**src/rtl/dds_lut_loader.sv**
```systemverilog
// Streams 16-bit sine samples into the DDS lookup table through its write port,
// one setup/strobe/hold sequence per entry, and enables the DDS once the table is full.
module dds_lut_loader #(
  parameter int AddrWidth   = 16,
  parameter int SetupCycles = 1,
  parameter int HoldCycles  = 1
) (
  input  logic               AXI_clk,
  input  logic               rst_n,
  input  logic               start,
  input  logic               abort,
  input  logic               s_valid,
  input  logic signed [15:0] s_data,
  output logic               s_ready,
  output logic               LUTWriteEn,
  output logic [31:0]        LUTAddress,
  output logic [31:0]        LUTData,
  output logic               dds_en,
  output logic               busy,
  output logic               done,
  output logic               aborted
);

  localparam int CntW  = AddrWidth + 1;
  localparam int PhMax = (SetupCycles > HoldCycles) ? SetupCycles : HoldCycles;
  localparam int PhW   = (PhMax > 1) ? $clog2(PhMax) : 1;

  localparam logic [CntW-1:0] LastIdx   = {1'b0, {AddrWidth{1'b1}}};
  localparam logic [PhW-1:0]  SetupLast = PhW'(SetupCycles - 1);
  localparam logic [PhW-1:0]  HoldLast  = PhW'(HoldCycles - 1);

  typedef enum logic [2:0] {
    IDLE,
    FETCH,
    SETUP,
    STROBE,
    HOLD,
    DONE
  } state_t;

  state_t          state;
  logic [CntW-1:0] cnt;
  logic [PhW-1:0]  phase;

  function automatic logic [31:0] lut_addr(input logic [AddrWidth-1:0] idx);
    return 32'(idx);
  endfunction

  function automatic logic [31:0] lut_word(input logic signed [15:0] sample);
    return {16'h0000, sample};
  endfunction

  always_ff @(posedge AXI_clk or negedge rst_n) begin
    if (!rst_n) begin
      state      <= IDLE;
      cnt        <= '0;
      phase      <= '0;
      s_ready    <= 1'b0;
      LUTWriteEn <= 1'b0;
      LUTAddress <= '0;
      LUTData    <= '0;
      dds_en     <= 1'b0;
      busy       <= 1'b0;
      done       <= 1'b0;
      aborted    <= 1'b0;
    end else if (abort && state != IDLE) begin
      // Abort drops everything at once; a strobe in flight is cut, never stretched.
      state      <= IDLE;
      s_ready    <= 1'b0;
      LUTWriteEn <= 1'b0;
      busy       <= 1'b0;
      done       <= 1'b0;
      dds_en     <= 1'b0;
      aborted    <= 1'b1;
    end else begin
      done <= 1'b0;
      case (state)
        IDLE: begin
          // abort shares priority here so a simultaneous start is dropped
          if (start && !abort) begin
            state   <= FETCH;
            cnt     <= '0;
            dds_en  <= 1'b0;
            aborted <= 1'b0;
            busy    <= 1'b1;
            s_ready <= 1'b1;
          end
        end
        FETCH: begin
          if (s_valid && s_ready) begin
            LUTData    <= lut_word(s_data);
            LUTAddress <= lut_addr(cnt[AddrWidth-1:0]);
            s_ready    <= 1'b0;
            phase      <= '0;
            state      <= SETUP;
          end
        end
        SETUP: begin
          if (phase == SetupLast) begin
            LUTWriteEn <= 1'b1;
            state      <= STROBE;
          end else begin
            phase <= phase + PhW'(1);
          end
        end
        STROBE: begin
          LUTWriteEn <= 1'b0;
          phase      <= '0;
          state      <= HOLD;
        end
        HOLD: begin
          if (phase == HoldLast) begin
            if (cnt == LastIdx) begin
              done  <= 1'b1;
              state <= DONE;
            end else begin
              cnt     <= cnt + CntW'(1);
              s_ready <= 1'b1;
              state   <= FETCH;
            end
          end else begin
            phase <= phase + PhW'(1);
          end
        end
        DONE: begin
          dds_en <= 1'b1;
          busy   <= 1'b0;
          state  <= IDLE;
        end
        default: state <= IDLE;
      endcase
    end
  end

endmodule

```
**config.mk**
```make
export PLATFORM = sky130hd
export DESIGN_NAME = dds_lut_loader
export DESIGN_NICKNAME = d
export VERILOG_FILES = /design/src/rtl/dds_lut_loader.sv
export SDC_FILE = /design/constraint.sdc
export NUM_CORES = 1
export LEC_CHECK = 0
export CORE_MARGIN = 2
export CORE_UTILIZATION = 50
export DETAILED_ROUTE_END_ITERATION = 16
export PLACE_DENSITY = 0.85
export SLEW_MARGIN = 5
export SYNTH_ARGS = -nofsm -noshare
export SYNTH_HDL_FRONTEND = slang
export SYNTH_SLANG_ARGS = --single-unit
```
**constraint.sdc**
```tcl
create_clock -name AXI_clk -period 6 [get_ports AXI_clk]
set_clock_uncertainty 0.1 [all_clocks]
set_input_delay 1.8 -clock AXI_clk [delete_from_list [all_inputs] [get_ports AXI_clk]]
set_output_delay 1.8 -clock AXI_clk [all_outputs]
set_load 0.1 [all_outputs]
```
==> results of run 1 <==
## synth_stat cells, drive strengths merged
master	instances
dfrtp	58
buf	36
mux2	32
nor2	14
nand2	13
a21oi	12
o21ai	9
nand3	8
clkbuf	7
or4	7
inv	6
o31ai	6
nor2b	5
nor3	4
a31oi	3
ha	3
nand4	3
or3	3
a211oi	2
a2bb2oi	2
a32oi	2
and3	2
and4	2
nand2b	2
nor4	2
o22ai	2
o32ai	2
or2	2
xor2	2
a21boi	1
a21o	1
a22oi	1
a41o	1
conb	1
mux2i	1
nor3b	1
o2bb2ai	1
o31a	1
o41ai	1
or3b	1
xnor2	1
## per-layer routing
layer  vias up  wire (um)
met5         -          0
met4         0        102
met3         8        340
met2        87       2679
met1      1053       2531
li1       1007          -
## cell type report
class,instances,area (um2),area share
clock buffer,13,158.9,0.04388
inverter,6,22.52,0.006220
timing repair buffer,61,598.1,0.1652
tap,72,90.09,0.02488
sequential,58,1451,0.4008
clock inverter,2,60.06,0.01659
multi-input combinational,187,1240,0.3424
## cell usage in the layout (no fill, tap or decap), types with 3 or more instances in the layout
master | Yosys | routed
dfrtp_1 | 58 | 58
clkdlybuf4s50_1 | 0 | 57
conb_1 | 1 | 32
mux2_2 | 31 | 31
nor2_1 | 14 | 14
nand2_1 | 13 | 13
a21oi_1 | 12 | 12
clkbuf_8 | 0 | 11
o21ai_0 | 9 | 9
nand3_1 | 8 | 8
inv_1 | 6 | 6
o31ai_1 | 6 | 6
or4_1 | 6 | 6
nor2b_1 | 5 | 5
nor3_1 | 4 | 3
a31oi_1 | 3 | 3
nand4_1 | 3 | 3
or3_1 | 3 | 3
ha_1 | 3 | 3
buf_4 | 32 | 3
## through the flow
step	util	setup WS, ns	cell area, um2	power [W]	hold WS (ns)
finish	0.6536	2.136	3621	0.001783	0.3885
global route	0.6536	2.039	3621	0.001840	0.4152
CTS	0.6536	2.151	3621	0.001794	0.3929
detailed placement	0.6140	1.811	3402	0.001394	0.3781
global placement	0.6140	1.880	3402	0.001385	0.3779
floorplan	-	2.640	3002	0.001219	0.3910
## sequential cells by signal, summed over array words and instances, names as in the netlist
| signal | cells |
|---|---|
| cnt | 17 |
| LUTAddress | 16 |
| LUTData | 16 |
| state | 3 |
| LUTWriteEn | 1 |
| aborted | 1 |
| busy | 1 |
| dds_en | 1 |
| done | 1 |
| s_ready | 1 |
## cell families after synthesis
group           share of synthesized area
xor+xnor                         0.009108
fa+ha+maj                         0.01301
other cells                      0.001300
buf+inv                            0.1093
simple gates                       0.1292
mux                                0.1284
compound gates                     0.1067
flops                              0.5030
## path summary, 6_finish.rpt
kind / start / endpoint / slack, ns / cells after the start
min reg2reg: LUTData[10] / LUTData[10] / 0.39 / 1
min: LUTData[10] / LUTData[10] / 0.39 / 1
min in group asynchronous: rst_n / aborted / 1.51 / 2
max: abort / cnt[11] / 2.14 / 5
max in group asynchronous: rst_n / LUTAddress[4] / 3.80 / 2
max reg2reg: cnt[3] / cnt[11] / 3.13 / 9
## power by group
group | switching (W) | internal, W | total, W
registers | 0.0000448 | 0.000462 | 0.000507
logic | 0.000688 | 0.000190 | 0.000878
clock network | 0.000144 | 0.000255 | 0.000399
total | 0.000877 | 0.000907 | 0.00178
==> qor.txt, run 1 <==
Post-synth top area share: 0.5030
CTS tree: built
Hold crit path type: flop to flop
Detail Route Antenna Nets: 0
CTS root buf: clkbuf_8
CTS sink count: 58
Initial antenna violation count: 0
CP max stage delay: 0.68 ns
Buffers on Ports: 58
Leak pwr: 1.607 nW
CTS max path bufs: 2
Vias in the first global route: 1981
CP bufs+invs: 1
Antenna diode count: 0
RSZ-0062 raised after global routing: false
Die ar.: 6394 um2
Cell Area, Synth: 2885 um2
Synth area leaders: dfrtp_1 50%, mux2_2 12%, buf_4 8.3%
Mapped Cells: 263
Pre-Repair DR Iteration Count: 4
Status: finished clean
DR DRC count: 0
Sequential-to-total area share from yosys stat: 0.5030
Area Overhead vs Synth: 25.50%
Tmin final: 3.864 ns
Routing usage on met2: 0.2808
Nets@finish: 347
Vias: 2155
Largest net degree at the start of global routing: 59
Worst Tran Pin Value: 0.9859 ns
#FFs+latches synth: 58
Layout cell share with drive strength beyond 1: 0.1621
Max-cap violations: 0
Initial Utilization: 0.5208
Worst EP arrival: 4.01 ns
Library cells used by synthesis: 46
CP required: 6.15 ns
Gr ovfl total: 0
Syn avg cell area: 10.97 um2
H-tree levels: 3
Fillers: 449
Non-Filler Instances: 399
HPWL after detailed placement: 3800 um
Worst-path clk slew: 0.06 ns
Grt peak-use layer: met2
Critical path, cell by cell: clkdlybuf4s50_1 > a21o_1 > or4_4 > or4_1 > a21oi_1
Setup crit end kind: flop
GR met3 Demand/Resource: 0.03507
VDD IR max: 0.4425 mV
Core area: 5540 um2
Largest area contributor in the netlist: dfrtp_1
Final Hold Violating Endpoints: 0
Syn. warnings: 0
Hold_buf cts: 0
Worst-path fanout max: 16
Setup TNS: 0 ns
CTS resizes: 0
Critical-path top delay cell: clkdlybuf4s50_1
Row Count: 27
TritonCTS Buffers: 9
RePlAce Congestion: 0.8336
Via/cell ratio: 5.401
Worst-Skew Late Latency: 0.32 ns
Cell total after placement: 384
Setup CP Type: input port to flop
Initial DRC count: 224
Total Routed Length: 5653 um
Max-slew headroom: 0.3407
Routed WL per cell: 14.17 um
Post-CTS Setup Repair Bufs: 0
I/O pins: 91
DIE HEIGHT: 79.97 um
Largest delay share family, worst path: simple AND/OR/NAND/NOR gates
Final Max Tran Viols: 0
Period Utilization, post-route: 0.6440
Die width: 79.97 um
First-pass GRT wire length: 9321 um
Tot GR Track Use: 0.1885
M1 GR Usage: 0.2612
F_max: 258.8 MHz
Setup crit start kind: input port
Setup-failing EPs final: 0
Pwr dens: 492.5 nW/um2
No activity file was read; power rests on OpenSTA's default activity.
==> run 2, diff against run 1 <==
- CORE_UTILIZATION: 50 -> 47
- PLACE_DENSITY: 0.85 -> 0.81
- clock period: 6 -> 3.93 ns (I/O delays scaled with it)
==> run 2 against run 1 <==
Compared with the run above: sequential share of layout area rose by 0.70 points; clock-buffer cell count is 3 lower; setup slack got worse by 1.2 ns; die area up 6.1%; clock power increased by 63%; critical path depth is the same; wire length is 4.7% higher; final cell count up 1.5%; non-clock buffer count is 2 higher; combinational power up 48%; core utilization down 5.3 points; critical path type unchanged.
==> qor.txt, run 2 (same netlist as run 1, synthesis figures left out) <==
Die ar.: 6782 um2
Gr ovfl total: 0
Tot GR Track Use: 0.1933
Via/cell ratio: 5.279
Nets@finish: 349
RePlAce Congestion: 0.7604
Max reg flops: 17
Antenna diode count: 0
Power, Total: 0.002729 W
CTS root buf: clkbuf_8
Hold_buf cts: 0
Initial Utilization: 0.4873
Worst-path clk slew: 0.06 ns
Layout cell share with drive strength beyond 1: 0.2879
Setup crit end kind: flop
M1 GR Usage: 0.2595
DR DRC count: 0
HPWL after detailed placement: 4104 um
Worst-path fanout max: 13
Setup TNS: 0 ns
Pre-Repair DR Iteration Count: 4
F_max: 337.3 MHz
Final Hold Violating Endpoints: 0
Initial DRC count: 122
Total Routed Length: 5918 um
TritonCTS Buffers: 9
I/O pins: 91
Largest net degree at the start of global routing: 33
Worst R2R Setup Slack: 1.04 ns
Commonest non-fill, non-tap cell in the layout: dfrtp_1
Area Overhead vs Synth: 23.33%
Initial antenna violation count: 0
Die width: 82.35 um
CTS resizes: 0
Worst-Skew Late Latency: 0.33 ns
Hold endpoint: LUTData[10]
Leak pwr: 1.685 nW
Max-slew headroom: 0.5521
Setup CP Type: input port to flop
Routed WL per cell: 14.61 um
RSZ-0062 raised after global routing: false
Period Utilization, post-route: 0.7544
CP required: 4.08 ns
WHS Path Cells: 1
Largest Register: cnt
CTS sink count: 58
Routing usage on met2: 0.2919
Detail Route Antenna Nets: 0
FF-to-FF path depth: 9
Largest registers: cnt: 17 flops, LUTAddress: 16 flops, LUTData: 16 flops
VDD IR max: 0.8570 mV
CTS tree: built
Vias in the first global route: 2020
Worst r2r src: cnt[3]
Tmin final: 2.965 ns
Status: finished clean
GR met3 Demand/Resource: 0.03696
Worst Tran Pin Value: 0.6718 ns
CTS max path bufs: 2
Hold crit path type: flop to flop
Max-cap violations: 0
Row Count: 28
Worst flop-to-flop path endpoint: cnt[13]
Post-CTS Setup Repair Bufs: 0
Core area: 5921 um2
Vias: 2138
DIE HEIGHT: 82.35 um
Grt peak-use layer: met2
Setup crit start kind: input port
Setup-failing EPs final: 0
Buffers on Ports: 58
Most frequent cells in the layout: 58 x dfrtp_1, 43 x buf_4, 32 x conb_1, 31 x mux2_2, 19 x clkdlybuf4s50_1
Pwr dens: 767.0 nW/um2
First-pass GRT wire length: 9742 um
Worst EP arrival: 3.12 ns
Hold Startpoint: LUTData[10]
H-tree levels: 3
Final Max Tran Viols: 0
==> run 2: cell count changes in the layout (fill, tap and decap cells not counted), sizes merged <==
cell / delta
buf: +40
bufinv: +1
clkbuf: -3
clkdlybuf4s50: -38
clkinv: +3
==> run 2: cell type report <==
type,instances,area (um2)
Inverter,6,22.52
Multi-Input combinational cell,187,1240
Clock buffer,10,127.6
Clock inverter,6,105.1
Tap cell,75,93.84
Sequential cell,58,1451
Timing Repair Buffer,63,518.0
Fill cell,515,2362
==> run 2: metal layers <==
layer	wire, um	up-vias
met4	136	0
met3	344	11
met5	0	-
met1	2530	1033
met2	2907	81
li1	-	1013
==> run 2: where the power goes <==
group          leakage, nW  internal [W]  switching (W)  total [W]
Clock                0.120      0.000418       0.000232   0.000649
Sequential           0.770      0.000705      0.0000718   0.000777
Combinational        0.795      0.000254        0.00105    0.00130
Total                 1.68       0.00138        0.00135    0.00273
==> run 2: worst max path at each step <==
| stage | from | to | slack [ns] | depth (start not counted) |
|---|---|---|---|---|
| global route | cnt[0] | cnt[13] | 0.90 | 9 |
| floorplan | abort | cnt[15] | 1.19 | 5 |
| finish | start | cnt[13] | 0.97 | 5 |
| global placement | start | cnt[11] | 0.73 | 5 |
| CTS | start | cnt[13] | 0.99 | 5 |
| detailed placement | start | cnt[13] | 0.64 | 5 |
==> run 2: critical path: stages <==
cell and delay [ns]:
clkdlybuf4s50_1 0.52, nor2_1 0.09, or4_4 0.64, or4_1 0.50, a21oi_1 0.18
==> run 2: per-stage QoR <==
step                cells  setup WS (ns)    util  instance area [um2]  hold slack (ns)
detailed placement    389         0.6423  0.5617                 3326           0.3952
floorplan             294          1.191       -                 3002           0.3910
finish                405         0.9652  0.6010                 3558           0.4030
global route          405         0.9017  0.6010                 3558           0.4244
global placement      389         0.7320  0.5617                 3326           0.3832
CTS                   405         0.9898  0.6010                 3558           0.4101
